File: src/rtl/bp_me_cce_req_scheduler.sv
// Round-robin request scheduler sharing one paddr->CCE-ID mapper, with per-CCE send credits.
// Latency: accept at N, out_v_o earliest at N+2; one request per 3 cycles at best.
// Backpressure: holds one request; blocks (head-of-line) on out_ready_i or zero credit for its CCE.
module bp_me_cce_req_scheduler #(
    parameter int num_req_p       = 4,
    parameter int paddr_width_p   = 40,
    parameter int payload_width_p = 64,
    parameter int cce_id_width_p  = 6,
    parameter int num_cce_p       = 4,
    parameter int credits_p       = 8
) (
    input  logic                                   clk_i,
    input  logic                                   reset_i,
    input  logic [num_req_p-1:0]                   req_v_i,
    output logic [num_req_p-1:0]                   req_ready_o,
    input  logic [num_req_p*paddr_width_p-1:0]     req_paddr_i,
    input  logic [num_req_p*payload_width_p-1:0]   req_data_i,
    output logic [paddr_width_p-1:0]               mapper_paddr_o,
    input  logic [cce_id_width_p-1:0]              mapper_cce_id_i,
    output logic                                   out_v_o,
    input  logic                                   out_ready_i,
    output logic [cce_id_width_p-1:0]              out_cce_id_o,
    output logic [$clog2(num_req_p)-1:0]           out_src_id_o,
    output logic [paddr_width_p-1:0]               out_paddr_o,
    output logic [payload_width_p-1:0]             out_data_o,
    input  logic                                   credit_return_v_i,
    input  logic [cce_id_width_p-1:0]              credit_return_id_i,
    output logic                                   error_o
);

    localparam int src_w_lp = $clog2(num_req_p);
    localparam int cnt_w_lp = $clog2(credits_p + 1);
    localparam logic [cnt_w_lp-1:0] full_lp = cnt_w_lp'(credits_p);

    typedef enum logic [1:0] {e_ready, e_map, e_send} state_e;

    state_e                      state_r, state_n;
    logic [src_w_lp-1:0]         ptr_r, src_r, grant_idx;
    logic                        grant_v;
    logic [num_req_p-1:0]        grant_oh;
    logic [paddr_width_p-1:0]    paddr_r;
    logic [payload_width_p-1:0]  data_r;
    logic [cce_id_width_p-1:0]   cce_id_r;
    logic [cnt_w_lp-1:0]         credit_r [num_cce_p];
    logic [cnt_w_lp-1:0]         cur_credit;
    logic                        map_ok, ret_id_ok, ret_full_err, send, err_r;

    // Round-robin scan starting just past the last winner.
    always_comb begin
        grant_v   = 1'b0;
        grant_idx = '0;
        for (int off = 1; off <= num_req_p; off++) begin
            if (!grant_v && req_v_i[(int'(ptr_r) + off) % num_req_p]) begin
                grant_v   = 1'b1;
                grant_idx = src_w_lp'((int'(ptr_r) + off) % num_req_p);
            end
        end
        grant_oh = '0;
        if (grant_v)
            grant_oh[grant_idx] = 1'b1;
    end

    always_comb begin
        cur_credit = '0;
        for (int i = 0; i < num_cce_p; i++)
            if (cce_id_r == cce_id_width_p'(i))
                cur_credit = credit_r[i];
    end

    assign map_ok    = mapper_cce_id_i < cce_id_width_p'(num_cce_p);
    assign ret_id_ok = credit_return_id_i < cce_id_width_p'(num_cce_p);

    // State register
    always_ff @(posedge clk_i) begin
        if (reset_i)
            state_r <= e_ready;
        else
            state_r <= state_n;
    end

    // Next-state logic
    always_comb begin
        state_n = state_r;
        case (state_r)
            e_ready: if (grant_v) state_n = e_map;
            e_map:   state_n = map_ok ? e_send : e_ready;
            e_send:  if (send) state_n = e_ready;
            default: state_n = e_ready;
        endcase
    end

    // Outputs; reset gating guarantees no handshake during a reset cycle.
    always_comb begin
        req_ready_o = (state_r == e_ready && !reset_i) ? grant_oh : '0;
        out_v_o     = (state_r == e_send) && (cur_credit != '0) && !reset_i;
        send        = out_v_o && out_ready_i;
    end

    always_ff @(posedge clk_i) begin
        if (reset_i) begin
            ptr_r    <= src_w_lp'(num_req_p - 1);
            src_r    <= '0;
            paddr_r  <= '0;
            data_r   <= '0;
            cce_id_r <= '0;
        end else begin
            if (state_r == e_ready && grant_v) begin
                ptr_r   <= grant_idx;
                src_r   <= grant_idx;
                paddr_r <= req_paddr_i[grant_idx*paddr_width_p +: paddr_width_p];
                data_r  <= req_data_i[grant_idx*payload_width_p +: payload_width_p];
            end
            if (state_r == e_map)
                cce_id_r <= mapper_cce_id_i;
        end
    end

    // A return to an already-full counter is an error unless it cancels a send on that ID.
    always_comb begin
        ret_full_err = 1'b0;
        for (int i = 0; i < num_cce_p; i++)
            if (credit_return_v_i && credit_return_id_i == cce_id_width_p'(i)
                && !(send && cce_id_r == cce_id_width_p'(i)) && credit_r[i] == full_lp)
                ret_full_err = 1'b1;
    end

    always_ff @(posedge clk_i) begin
        if (reset_i) begin
            for (int i = 0; i < num_cce_p; i++)
                credit_r[i] <= full_lp;
            err_r <= 1'b0;
        end else begin
            for (int i = 0; i < num_cce_p; i++) begin
                if (credit_return_v_i && credit_return_id_i == cce_id_width_p'(i)) begin
                    if (!(send && cce_id_r == cce_id_width_p'(i)) && credit_r[i] != full_lp)
                        credit_r[i] <= credit_r[i] + 1'b1;
                end else if (send && cce_id_r == cce_id_width_p'(i)) begin
                    credit_r[i] <= credit_r[i] - 1'b1;
                end
            end
            if ((state_r == e_map && !map_ok) || (credit_return_v_i && !ret_id_ok) || ret_full_err)
                err_r <= 1'b1;
        end
    end

    assign mapper_paddr_o = paddr_r;
    assign out_cce_id_o   = cce_id_r;
    assign out_src_id_o   = src_r;
    assign out_paddr_o    = paddr_r;
    assign out_data_o     = data_r;
    assign error_o        = err_r;

endmodule

File: config.mk
export PLATFORM = sky130hd
export DESIGN_NAME = bp_me_cce_req_scheduler
export DESIGN_NICKNAME = d
export VERILOG_FILES = /design/src/rtl/bp_me_cce_req_scheduler.sv
export SDC_FILE = /design/constraint.sdc
export NUM_CORES = 1
export LEC_CHECK = 0
export ABC_AREA = 1
export BUFFER_PORTS_ARGS = -buffer_cell sky130_fd_sc_hd__buf_4
export CAP_MARGIN = 20
export CORE_AREA = 4 4 228 230
export DETAILED_ROUTE_END_ITERATION = 8
export DIE_AREA = 0 0 232 234
export PLACE_DENSITY = 0.47
export RECOVER_POWER = 100
export SETUP_SLACK_MARGIN = 0.5
export SYNTH_ARGS = -nofsm -noshare
export SYNTH_HDL_FRONTEND = slang
export SYNTH_SLANG_ARGS = --single-unit
File: constraint.sdc
create_clock -name clk_i -period 3 [get_ports clk_i]
set_input_delay 0.45 -clock clk_i [delete_from_list [all_inputs] [get_ports clk_i]]
set_output_delay 0.45 -clock clk_i [all_outputs]
set_load 0.01 [all_outputs]
# --- After elaboration in Yosys (flattened, before gate mapping) ---
# Memories as Yosys holds them, arrays and structs flattened.
# Cells that the tools add are included.
word_totals:
  ram_bits: 16
  memories: 1
  in_bits: 436
  reg_bits: 117
classes:
  addsub: 12
  n_bitwise: 12
  reduce_logical: 52
  n_lt_le_gt_ge: 8
  n_eq_ne: 18
  muxes: 78
  mul: 1
  n_shift: 2
mem_list:
  columns: ["name", "depth", "width", "read_ports", "rd_ports_with_merged_regs", "wr", "line_no", "source"]
  rows:
  - ["credit_r", 4, 4, 4, 0, 4, "44", "logic [cnt_w_lp-1:0] credit_r [num_cce_p];"]
op_table:
  columns: ["op", "count"]
  rows:
  - ["$shiftx 256x9->64", 1]
  - ["$shiftx 160x9->40", 1]
  - ["$mux 4", 14]
  - ["$mux 1", 51]
  - ["$logic_and 1x1->1", 31]
  - ["$eq 6x2->1 const B", 4]
  - ["$add 4x1->4 const B", 4]
  - ["$eq 4x4->1 const B", 4]
  - ["$lt 3x4->1 const B", 4]
  - ["$ne 4x4->1 const B", 4]
  - ["$sub 4x1->4 const B", 4]
  - ["$mux 2", 7]
  - ["$eq 6x1->1 const B", 2]
  - ["$logic_not 6->1", 2]
  - ["$lt 6x3->1 const B", 2]
  - ["$logic_not 1->1", 10]
  - ["$bmux 1 s2", 4]
  - ["$or 1x1->1", 8]
  - ["$reduce_or 2->1", 4]
  - ["$pmux 2 s3", 1]
  - ["$mul 2x3->5 const B", 1]
  - ["$add 2x1->2 const B", 2]
  - ["$add 2x2->2 const B", 2]
  - ["$and 1x1->1 const A", 4]
  - ["10 further kinds", 12]

# --- Logic depth before layout (Yosys ltp) ---
depth:
  word_depth: 22
  ltp_mapped: 17

# --- Worst setup path after synthesis ---
# Ideal clock, no wire load.
synth_timing:
  path_kind: "register to register"
  startpoint: "register cce_id_r[5] (netlist: out_cce_id_o[5])"
  endpoint: "memory credit_r[0][3] in the netlist's numbering (data pin)"
  synth_period_minus_slack_ns: 2.612
  path_stages_with_launch: 15
  t_arrival_ns: 2.352
  path_buffers: 0
  slack_ns: 0.388
  cell_sequence: "dfxtp_1 > nor2_1 > inv_1 > nor2_1 > nand2_1 > nand2_1 > nand2_1 > nand2_1 > nand4_1 > nor3_1 > ha_1 > a21oi_1 > nand2_1 > xor2_1 > mux2_2"
synth_rtl:
  columns: ["item", "line_no", "source"]
  rows:
  - ["from (decl)", "43", "logic [cce_id_width_p-1:0] cce_id_r;"]
  - ["from (signal assigned)", "114", "cce_id_r <= mapper_cce_id_i;"]
  - ["to (decl)", "44", null]

# --- Final worst setup path ---
layout_timing:
  startpoint: "register ptr_r[0]"
  endpoint: "output req_ready_o[0]"
layout_via:
  elab_chain_cells: 20
  elab_cells_between_ends: 37
  classes_between: "add/sub: 4; order compare: 2; mux: 24; reduce/logical: 7"
layout_lines:
  columns: ["item", "line_no", "source"]
  rows:
  - ["from (decl)", "38", "logic [src_w_lp-1:0] ptr_r, src_r, grant_idx;"]
  - ["from (signal assigned)", "101", "ptr_r <= src_w_lp'(num_req_p - 1);"]
  - ["from (signal assigned)", "108", "ptr_r <= grant_idx;"]
  - ["$add 2x1->2", "53, 55", null]
  - ["$bmux 1 s2", "53", "if (!grant_v && req_v_i[(int'(ptr_r) + off) % num_req_p]) begin"]
  - ["$mux 1 (implied by the code) (2 in series)", "53", null]
  - ["$mux 1", "53", null]
  - ["$logic_not 1->1", "53", null]
  - ["$logic_and 1x1->1", "53", null]
  - ["$mux 1", "53", null]
  - ["$logic_not 1->1", "53", null]
  - ["[... 3 more ...]", null, null]
  - ["$logic_and 1x1->1", "53", null]
  - ["$mux 2", "53", null]
  - ["$lt 2x3->1 (implied by the code) or $ge 2x1->1 (tied branches)", "60", "grant_oh[grant_idx] = 1'b1;"]
  - ["$logic_and 1x1->1 (implied by the code)", "60", null]
  - ["$mux 1 (implied by the code)", "60", null]
  - ["$demux 1 s2", "60", null]
  - ["$mux 4 *", "59", "if (grant_v)"]
  - ["$mux 4 *", "94", "req_ready_o = (state_r == e_ready && !reset_i) ? grant_oh : '0;"]
  - ["to (decl)", "15", "output logic [num_req_p-1:0] req_ready_o,"]
# Mark *: on every way between the ends. The rest lies on a longest branch, timed or not. The select of a mux whose other input is x is not followed.

==> flow_summary.toml <==
[worst_setup_path]
path_cells = "nand2_1, nand2_2, nand2_2, nand2_2, nor2_4, clkbuf_1, nand3_4, nand3_1, nor4_4, buf_4"
cpMaxStageDelayCell = "dfxtp_4"
slowest_delay_ns = 0.41
critical_path.top_delay_family = "simple AND/OR/NAND/NOR gates"
crit_top_cell = "nand2_2"
critPathBufInv = 2
cp.arrival_ns = 2.25
endpoint_kind = "output port"
required_ns = 2.55
cp_max_fo = 7
reg2reg_depth = 15
start_kind = "flip-flop"
path_depth = 10
worstSetupPathType = "flip-flop to output port"

[synthesis]
seq_area_frac_synth_pct = 29.7
ys_top_cells_by_area = "dfxtp_1 25%, nand3_1 18%, nor2_1 10%, nand4_1 9.9%, nand2_1 9.3%"
synth_seq_cells = 133
synth_top_area_share_pct = 24.6
synth_nets = 1953
synth_area_um2 = 9500
ys_warn_count = 0
synth.largest_area_cell = "dfxtp_1"
avgSynthCellArea_um2 = 6.31
netlist_instances = 1506
ys_types = 33

[timing]
fin_tns_setup_ns = 0
slew-limit-headroom_pct = 11.0
skew_ns = 0.0126
finalSetupViolCount = 0
fin_crit_sh_pct = 90.1
rsz0062_at_grt = "true"
hold_viol = 0
timing.final.crit_period_ns = 2.70
slew_violations = 0
fmax_mhz = 370
worstMarginPinSlew_ns = 1.33

[placement]
placed_area_um2 = 14200
hpwl_um = 36600
place_congestion = 0.838
numPortBuffers = 593

[final_layout]
drive_above_1_share_pct = 30.8
syn2layout_area_growth_pct = 58.8
seqCellArea_um2 = 2830
fin_nets = 2465
n_fill_cell = 5689
design_area_um2 = 15100
multi_input_area_um2 = 5910

[route]
drc = 0
num_vias = 12800
drt_iter0_markers = 670
routed_wl_um = 53000
dr.pass1.iters = 5
wl_per_cell_um = 19.6
ant_nets = 0
routed_via_density = 4.73

[global_route]
grt_pass1_wl_um = 75300
grt-ovfl-total = 0
grt.total_usage_pct = 18.1
grt_max_degree = 143
antenna_found_initial = 1
grt_pass1_vias = 12400

[die]
core_um2 = 49900
num_rows = 82
io_pins = 594
die_x_um = 232
die_h_um = 234
start_util_pct = 19.1
dieArea_um2 = 54300

[cts]
ctsLongestPathBuffers = 2
clk_pin_slew_ns = 0.06
cts.sinks = 133
tritoncts = "yes"
htreeDepth = 4
clkLatencyLatePin_ns = 0.48
cts_buffers = 17
holdBufCountCts = 0
cts-root-buf = "clkbuf_16"

[min_path]
hold_path_depth = 3
worstHoldPathType = "input port to flip-flop"

[job]
maxCapViolCount = 0

[power]
p_leak_nw = 6.89
power_density_nw_per_um2 = 1320
ir_worst_vdd_uv = 776

[outcome]
status = "completed"
[cells in the final DEF, fill, tap and decap left out, types with 4 or more instances in the layout]
| cell | instances |
|---|---|
| edfxtp_1 | 16 |
| nor2_1 | 248 |
| clkbuf_16 | 18 |
| nand2_1 | 205 |
| nor3_1 | 5 |
| clkbuf_4 | 8 |
| ha_1 | 7 |
| o21ai_0 | 113 |
| a21oi_1 | 10 |
| inv_1 | 31 |
| clkbuf_1 | 155 |
| buf_12 | 14 |
| nand2_2 | 18 |
| dfxtp_1 | 115 |
| inv_2 | 7 |
| nand3_1 | 332 |
| clkinv_2 | 4 |
| nor2_4 | 11 |
| buf_4 | 481 |
| nand2_4 | 14 |
| xor2_1 | 7 |
| nand4_1 | 151 |
[layout make-up]
cell class	count	share of cell area, %
Timing Repair Buffer	667	31.4
Antenna cell	2	0.0332
Tap cell	672	5.57
Clock buffer	21	3.12
Clock inverter	11	0.821
Inverter	43	1.19
Sequential cell	133	18.8
Multi-Input combinational cell	1156	39.2
[state kept, by name, indices dropped and copies added, names as in the netlist]
register        flops
credit_r           16
mapper_paddr_o     40
out_src_id_o        2
ptr_r               2
error_o             1
out_cce_id_o        6
state_r             2
out_data_o         64
[power breakdown]
group / internal (mW) / total [mW] / switching (mW)
combinational: 5.09 / 14.8 / 9.75
sequential: 2.44 / 2.91 / 0.461
clock: 1.29 / 2.20 / 0.910
total: 8.82 / 19.9 / 11.1
[final timing paths]
kind	start	endpoint	slack, ns
setup / recovery	ptr_r[0]$_SDFFE_PP1P_	req_ready_o[0]	0.30
setup reg to reg	ptr_r[0]$_SDFFE_PP1P_	out_data_o[11]$_SDFFE_PP0P_	0.33
hold reg to reg	out_src_id_o[0]$_SDFFE_PP0P_	out_src_id_o[0]$_SDFFE_PP0P_	0.48
hold / removal	mapper_cce_id_i[0]	out_cce_id_o[0]$_SDFFE_PP0P_	0.21
[routing by layer]
layer	wire (um)	track usage [%]	up-vias
li1	-	-	6189
met1	21600	22.3	6013
met2	25900	30.6	514
met3	3870	5.00	73
met4	1510	5.94	0
met5	0	0	-
[worst register-to-register path, stage by stage, from the launching register on]
cell	delay [ns]
dfxtp_4	0.41
inv_8	0.07
nand2_2	0.09
nand2_2	0.08
nand2_2	0.07
nand2_2	0.06
nor2_4	0.13
clkbuf_1	0.16
nand3_4	0.08
nand3_1	0.34
buf_4	0.23
buf_12	0.24
nand4_1	0.37
nand3_1	0.17
nor2_1	0.05
nor2_1	0.07
[Yosys cell counts (all sizes together)]
cell type  count
a21oi         13
nor3           9
nand4        151
o211ai         2
edfxtp        16
xnor2          1
nand2        240
nand3        335
o21ai        115
nand3b         1
buf          122
or2            1
dfxtp        117
inv           43
mux2           2
fa             3
nor2         261
clkbuf        53
ha             8
nor4           3
and2           1
a31oi          2
xor2           7
[cells by family after synthesis]
logic type | Yosys count | synth area share [%]
muxes | 2 | 0.237
adders and majority gates | 11 | 1.69
xor gates and xnor gates | 8 | 0.737
AOI/OAI and AO/OA | 132 | 7.03
buffers and inverters | 218 | 11.7
DFF | 133 | 29.7
and+or+nand+nor | 1002 | 48.9
[per-stage QoR]
step	cells	hold slack, ns	setup slack, ns	utilization, %	total power [mW]
final	2705	0.205	0.296	30.3	19.9
after global routing	2704	0.202	0.169	30.3	21.7
after CTS	2690	0.151	0.377	31.1	20.7
after detailed placement	2619	0.482	0.113	28.5	16.4
after global placement	2619	0.484	0.137	28.5	16.3
after floorplan	1506	0.483	0.471	-	11.9
[repair_timing]
| action | in CTS | in global routing |
|---|---|---|
| gates resized for setup | 60 | 56 |
| cloned | 6 | 1 |
| buffers inserted | 33 | 12 |
| pin swaps | 28 | 32 |
| setup endpoints to repair | 74 | 78 |
Note: power is estimated with default switching activity, not from simulation.
